### src/rtl/hazard_ctrl.sv
// ---------------------------------------------------------------------------
// hazard_ctrl -- pipeline hazard scheduler for the 5-stage core.
//
// Drives the enable/clear controls of PC, IF/ID, ID/EX and EX/MEM and the EX
// operand forwarding selects. Three hazards are handled:
//   * taken branch resolved in EX : flush IF/ID and bubble ID/EX
//   * multi-cycle EX op           : freeze the whole front end plus EX/MEM
//   * data dependence in ID       : hold PC and IF/ID, bubble ID/EX
//
// Build option (macro FORWARDING_EN):
//   defined   : EX forwarding active; only a load in EX feeding ID stalls.
//   undefined : no forwarding (fwdA/fwdB tied 00); any ID source matching a
//               pending write in EX or MEM stalls (RAW stall).
//
// Parameters:
//   MUL_LAT  total EX cycles of a multi-cycle op (>= 2)
//   NREG_W   register-index width
//
// Ports:
//   reloj, reset                 clock (rising edge), async active-low reset
//   id_valid, id_rs, id_rt,
//   id_uses_rt                   instruction in ID and its source registers
//   ex_rs, ex_rt, ex_rd,
//   ex_regwrite, ex_memread      instruction in EX
//   ex_mult_start                1-cycle pulse: multi-cycle op entered EX
//   branch_taken                 EX resolved a taken branch/jump
//   mem_rd, mem_regwrite         destination of instruction in MEM
//   wb_rd, wb_regwrite           destination of instruction in WB
//   enablePC, enableIFID,
//   enableID, enableEX           pipeline register load enables
//   flushIFID, resetID           IF/ID clear, ID/EX bubble (active-high)
//   fwdA, fwdB                   EX operand select: 00 regfile,
//                                01 EX/MEM result, 10 MEM/WB result
//   busy                         multi-cycle op still waiting for its result
// ---------------------------------------------------------------------------
module hazard_ctrl #(
    parameter int MUL_LAT = 4,
    parameter int NREG_W  = 5
) (
    input  logic              reloj,
    input  logic              reset,
    input  logic              id_valid,
    input  logic [NREG_W-1:0] id_rs,
    input  logic [NREG_W-1:0] id_rt,
    input  logic              id_uses_rt,
    input  logic [NREG_W-1:0] ex_rs,
    input  logic [NREG_W-1:0] ex_rt,
    input  logic [NREG_W-1:0] ex_rd,
    input  logic              ex_regwrite,
    input  logic              ex_memread,
    input  logic              ex_mult_start,
    input  logic              branch_taken,
    input  logic [NREG_W-1:0] mem_rd,
    input  logic              mem_regwrite,
    input  logic [NREG_W-1:0] wb_rd,
    input  logic              wb_regwrite,
    output logic              enablePC,
    output logic              enableIFID,
    output logic              flushIFID,
    output logic              enableID,
    output logic              resetID,
    output logic              enableEX,
    output logic [1:0]        fwdA,
    output logic [1:0]        fwdB,
    output logic              busy
);

    // Down-counter covers MUL_LAT-2 .. 0; keep at least one bit for MUL_LAT=2.
    localparam int              CNT_W    = (MUL_LAT > 2) ? $clog2(MUL_LAT) : 1;
    localparam logic [CNT_W-1:0] CNT_LOAD = CNT_W'(MUL_LAT - 2);

    typedef enum logic {
        RUN       = 1'b0,
        MULT_WAIT = 1'b1
    } state_t;

    state_t            state;
    logic [CNT_W-1:0]  cnt;

    // A producer only counts if it really writes and is not r0.
    function automatic logic reg_match(input logic              wr,
                                       input logic [NREG_W-1:0] rd,
                                       input logic [NREG_W-1:0] src);
        return wr && (rd != '0) && (rd == src);
    endfunction

    // ID source dependence on the destination of the instruction in EX.
    logic id_dep_ex;
    assign id_dep_ex = reg_match(1'b1, ex_rd, id_rs) ||
                       (id_uses_rt && reg_match(1'b1, ex_rd, id_rt));

    logic       stall_req;
    logic [1:0] fwd_a_sel;
    logic [1:0] fwd_b_sel;

`ifdef FORWARDING_EN
    // EX/MEM (instruction now in MEM) is younger, so it beats MEM/WB.
    function automatic logic [1:0] fwd_pick(input logic [NREG_W-1:0] src,
                                            input logic              m_wr,
                                            input logic [NREG_W-1:0] m_rd,
                                            input logic              w_wr,
                                            input logic [NREG_W-1:0] w_rd);
        if (reg_match(m_wr, m_rd, src))
            return 2'b01;
        else if (reg_match(w_wr, w_rd, src))
            return 2'b10;
        return 2'b00;
    endfunction

    // With forwarding only a load result is too late for the next op.
    assign stall_req = id_valid && ex_memread && id_dep_ex;
    assign fwd_a_sel = fwd_pick(ex_rs, mem_regwrite, mem_rd, wb_regwrite, wb_rd);
    assign fwd_b_sel = fwd_pick(ex_rt, mem_regwrite, mem_rd, wb_regwrite, wb_rd);

    logic unused_nofwd_inputs;
    assign unused_nofwd_inputs = ex_regwrite;
`else
    // Without forwarding a value is usable only once it reaches WB (the
    // regfile writes first half / reads second half), so producers in EX
    // and MEM both stall. The producer walks EX->MEM, giving up to 2 bubbles.
    logic id_dep_mem;
    assign id_dep_mem = reg_match(1'b1, mem_rd, id_rs) ||
                        (id_uses_rt && reg_match(1'b1, mem_rd, id_rt));

    assign stall_req = id_valid && ((ex_regwrite && id_dep_ex) ||
                                    (mem_regwrite && id_dep_mem));
    assign fwd_a_sel = 2'b00;
    assign fwd_b_sel = 2'b00;

    logic unused_fwd_inputs;
    assign unused_fwd_inputs = ^{ex_rs, ex_rt, wb_rd, wb_regwrite, ex_memread};
`endif

    // Multi-cycle sequencing. A taken branch outranks a multiply start,
    // and nothing interrupts MULT_WAIT except reset.
    always_ff @(posedge reloj or negedge reset) begin
        if (!reset) begin
            state <= RUN;
            cnt   <= '0;
        end else begin
            unique case (state)
                RUN: begin
                    if (!branch_taken && ex_mult_start) begin
                        cnt   <= CNT_LOAD;
                        state <= MULT_WAIT;
                    end
                end
                MULT_WAIT: begin
                    if (cnt == '0)
                        state <= RUN;
                    else
                        cnt <= cnt - 1'b1;
                end
                default: state <= RUN;
            endcase
        end
    end

    // Control outputs are Mealy so a hazard acts at the edge it is seen.
    // Reset is folded in combinationally so a reset mid-freeze releases
    // the outputs without waiting for a clock.
    always_comb begin
        enablePC   = 1'b1;
        enableIFID = 1'b1;
        flushIFID  = 1'b0;
        enableID   = 1'b1;
        resetID    = 1'b0;
        enableEX   = 1'b1;
        fwdA       = fwd_a_sel;
        fwdB       = fwd_b_sel;
        busy       = 1'b0;

        if (!reset) begin
            enablePC   = 1'b0;
            enableIFID = 1'b0;
            flushIFID  = 1'b1;
            enableID   = 1'b0;
            resetID    = 1'b1;
            enableEX   = 1'b0;
            fwdA       = 2'b00;
            fwdB       = 2'b00;
        end else if (state == MULT_WAIT) begin
            enablePC   = 1'b0;
            enableIFID = 1'b0;
            enableID   = 1'b0;
            // Last wait cycle releases the result into EX/MEM; busy covers
            // only the cycles where the result is still outstanding.
            enableEX   = (cnt == '0);
            busy       = (cnt != '0);
        end else if (branch_taken) begin
            flushIFID  = 1'b1;
            resetID    = 1'b1;
        end else if (ex_mult_start) begin
            enablePC   = 1'b0;
            enableIFID = 1'b0;
            enableID   = 1'b0;
            enableEX   = 1'b0;
        end else if (stall_req) begin
            // Hold PC and IF/ID, load a bubble into ID/EX.
            enablePC   = 1'b0;
            enableIFID = 1'b0;
            resetID    = 1'b1;
        end
    end

endmodule
### config.mk
export PLATFORM = sky130hd
export DESIGN_NAME = hazard_ctrl
export DESIGN_NICKNAME = d
export VERILOG_FILES = /design/src/rtl/hazard_ctrl.sv
export SDC_FILE = /design/constraint.sdc
export NUM_CORES = 1
export LEC_CHECK = 0
export BUFFER_PORTS_ARGS = -buffer_cell sky130_fd_sc_hd__buf_4
export CELL_PAD_IN_SITES_DETAIL_PLACEMENT = 1
export CELL_PAD_IN_SITES_GLOBAL_PLACEMENT = 2
export CORE_MARGIN = 2
export CORE_UTILIZATION = 15
export CTS_CLUSTER_DIAMETER = 80
export DETAILED_ROUTE_END_ITERATION = 7
export PLACE_DENSITY = 0.85
export SETUP_SLACK_MARGIN = 0.02
export SLEW_MARGIN = 10
export SYNTH_ARGS = -nofsm -noshare
export SYNTH_HDL_FRONTEND = slang
export SYNTH_SLANG_ARGS = --single-unit
### constraint.sdc
create_clock -name reloj -period 3.4 [get_ports reloj]
set_clock_uncertainty 0.05 [all_clocks]
set_input_delay 0.34 -clock reloj [delete_from_list [all_inputs] [get_ports reloj]]
set_output_delay 0.34 -clock reloj [all_outputs]
set_load 0.02 [all_outputs]
==> impl_metrics.env <==
export IMPL_status="complete, no violations"
export IMPL_die_x_um=61.11
export IMPL_gr_total_overflow=0
export IMPL_synth_avg_cell_area_um2=7.765
export IMPL_drc=0
export IMPL_max_clock_freq_mhz=469.3
export IMPL_drv_cap=0
export IMPL_synthFlopType="dfrtp_1"
export IMPL_synth_edf_count=0
export IMPL_grt_antenna_before_repair=0
export IMPL_finalMaxSlewViolations=0
export IMPL_ys_warnings_count=0
export IMPL_synthArstFlopShare_pct=100.0
export IMPL_worstPathRequired_ps=3010
export IMPL_path_cells="buf_4, or4_1, o211ai_1, o22ai_1, a21boi_1, buf_4"
export IMPL_grt_start_max_net_pins=8
export IMPL_cts_tree="done"
export IMPL_drt_wl_total_um=1696
export IMPL_drtIter0Drc=5
export IMPL_p_per_area_nw_per_um2=412.8
export IMPL_path_max_fanout=3
export IMPL_die_h_um=61.11
export IMPL_ctsLongestPathBuffers=2
export IMPL_cts_buffers=3
export IMPL_vias=565
export IMPL_io_pins=56
export IMPL_fin_nets=147
export IMPL_power_total_uw=334.2
export IMPL_grt_pass1_wl_um=2794
export IMPL_slowest_delay_ps=560
export IMPL_p_leak_nw=0.3916
export IMPL_first_pass_iters=3
export IMPL_stdcell_count=144
export IMPL_dp_cells=139
export IMPL_arrival_ps=1740
export IMPL_cp_end_kind="primary output"
export IMPL_grt_pass1_vias=665
export IMPL_synth_most_common_cell="xor2_1"
export IMPL_clock_latency_ps=240
export IMPL_syn_cell_area_um2=489.2
export IMPL_area_growth_syn_to_layout_pct=65.47
export IMPL_fin_util_pct=26.30
export IMPL_wl_per_cell_um=11.78
export IMPL_netlist_cell_type_count=22
export IMPL_hpwl_um=1538
export IMPL_finalSetupViolations=0
export IMPL_rows=20
export IMPL_synth_commonest_cells="18 x xor2_1, 6 x nor2_1, 5 x buf_4, 4 x inv_1, 4 x nor3_1"
export IMPL_clkTransAtPathRegs_ps=40
export IMPL_viasPerCell=3.924
export IMPL_port_buffers=34
export IMPL_setup_tns_final_ps=0
export IMPL_synth_top_area_share_pct=32.23
export IMPL_crit_top_cell="buf_4"
export IMPL_routabilityCongestion=0.7382
export IMPL_hold_viol=0
export IMPL_synthTopCellsByArea="xor2_1 32%, dfrtp_1 15%, buf_4 7.7%"
export IMPL_max_vdd_ir_drop_mv=0.2345
export IMPL_rsz0062_at_grt="no"
export IMPL_final_period_utilization_pct=62.67
export IMPL_cp_top_family="simple AND/OR/NAND/NOR gates"
export IMPL_ff2ff_setup_slack_ps=2130
export IMPL_fin_crit_ps=2131
export IMPL_synth_seq_area_share_pct=15.35
export IMPL_critPathLaunchType="input pin"
export IMPL_cts_resized_gates=0
export IMPL_yosys_area_top_type="xor2_1"
export IMPL_antenna_left=0
export IMPL_cp_buffers_inverters=2
export IMPL_cts_htree_levels=1
export IMPL_worstHoldPathType="input pin to asynchronous set/reset pin"
export IMPL_start_util_pct=15.89
export IMPL_post_cts_setup_buffers=0
export IMPL_die_area_um2=3734
export IMPL_cts_sinks=3
export IMPL_track_usage_pct=10.27
export IMPL_clockRootBuffer="clkbuf_4"
export IMPL_num_antenna_cells=0
export IMPL_layout_drive_gt1_share_pct=37.00
export IMPL_crit_slowest_cell="or4_1"
export IMPL_crit_type="input pin to primary output"
export IMPL_design_core_area_um2=3078
export IMPL_synth_seq_cells=3
export IMPL_syn_instance_count=63
layout make-up:
type / count / area (um2)
inverter: 4 / 15.01
sequential: 3 / 75.07
tap: 44 / 55.05
fill: 386 / 2268
multi-input combinational: 54 / 372.9
clock buffer: 4 / 26.28
timing repair buffer: 35 / 265.3
logic make-up (layout without fill, tap and decap cells):
family / after synthesis / in the layout / share of synthesized area [%]
buffers and inverters: 9 / 43 / 10.74
adder cells (fa/ha/maj): 1 / 1 / 2.557
AO/OA/AOI/OAI: 11 / 11 / 15.09
flip-flops: 3 / 3 / 15.34
multiplexers: 1 / 1 / 2.046
other: 1 / 4 / 0.7665
XOR/XNOR: 20 / 20 / 35.81
AND/OR/NAND/NOR: 17 / 17 / 17.65
path summary, 6_finish.rpt:
check                      endpoint           from  depth (start not counted)
setup / recovery           enablePC       ex_rd[1]                          6
hold / removal               cnt[0]          reset                          2
setup reg to reg             cnt[0]         cnt[0]                          5
hold reg to reg              cnt[0]         cnt[0]                          1
max in group asynchronous    cnt[1]          reset                          2
min in group reloj            state  ex_mult_start                          3
per-stage QoR:
| stage | hold WS, ps | cell area [um2] | setup slack (ps) |
|---|---|---|---|
| 2_1_floorplan | -5.591 | 500.5 | 1264 |
| 3_3_place_gp | 90.44 | 773.2 | 1312 |
| 3_5_place_dp | 92.16 | 773.2 | 1227 |
| 4_1_cts | 377.8 | 809.5 | 1220 |
| 5_1_grt | 391.5 | 809.5 | 1175 |
| 6_report | 384.5 | 809.5 | 1269 |
report_power, final:
| part | switching (mW) | internal (mW) |
|---|---|---|
| logic | 0.103 | 0.0934 |
| registers | 0.0192 | 0.0549 |
| clock network | 0.0192 | 0.0440 |
registers in the layout, indices dropped and copies added (netlist names):
signal / flops
cnt: 2
state: 1
placed cells by master (no fill, tap or decap), types with 3 or more instances in the layout:
cell type   n
nor3_1      4
xor2_1     18
dfrtp_1     3
inv_1       4
conb_1      4
nor2_1      6
clkbuf_4    3
buf_4      34
layer usage:
| layer | GRT usage [%] | vias up | wire, um | part of all wire (%) |
|---|---|---|---|---|
| li1 | - | 281 | - | - |
| met1 | 10.11 | 257 | 597 | 35 |
| met2 | 20.21 | 24 | 949 | 56 |
| met3 | 2.101 | 3 | 124 | 7.3 |
| met4 | 4.658 | 0 | 24 | 1.4 |
| met5 | 0 | - | 0 | 0 |
worst reg2reg max path, delay by kind of cell (launching register included):
family / cells / cell delay (ps)
DFF: 1 / 360
and+or+nand+nor: 1 / 180
buffers and inverters: 1 / 50
AOI/OAI and AO/OA: 1 / 150
muxes: 1 / 130
adders and majority gates: 1 / 220
repair_timing:
item                                   CTS  global route
setup endpoints to repair                0             0
hold buffers                             1             0
endpoints found under the hold margin    3             0
No activity file was read; power rests on OpenSTA's default activity.
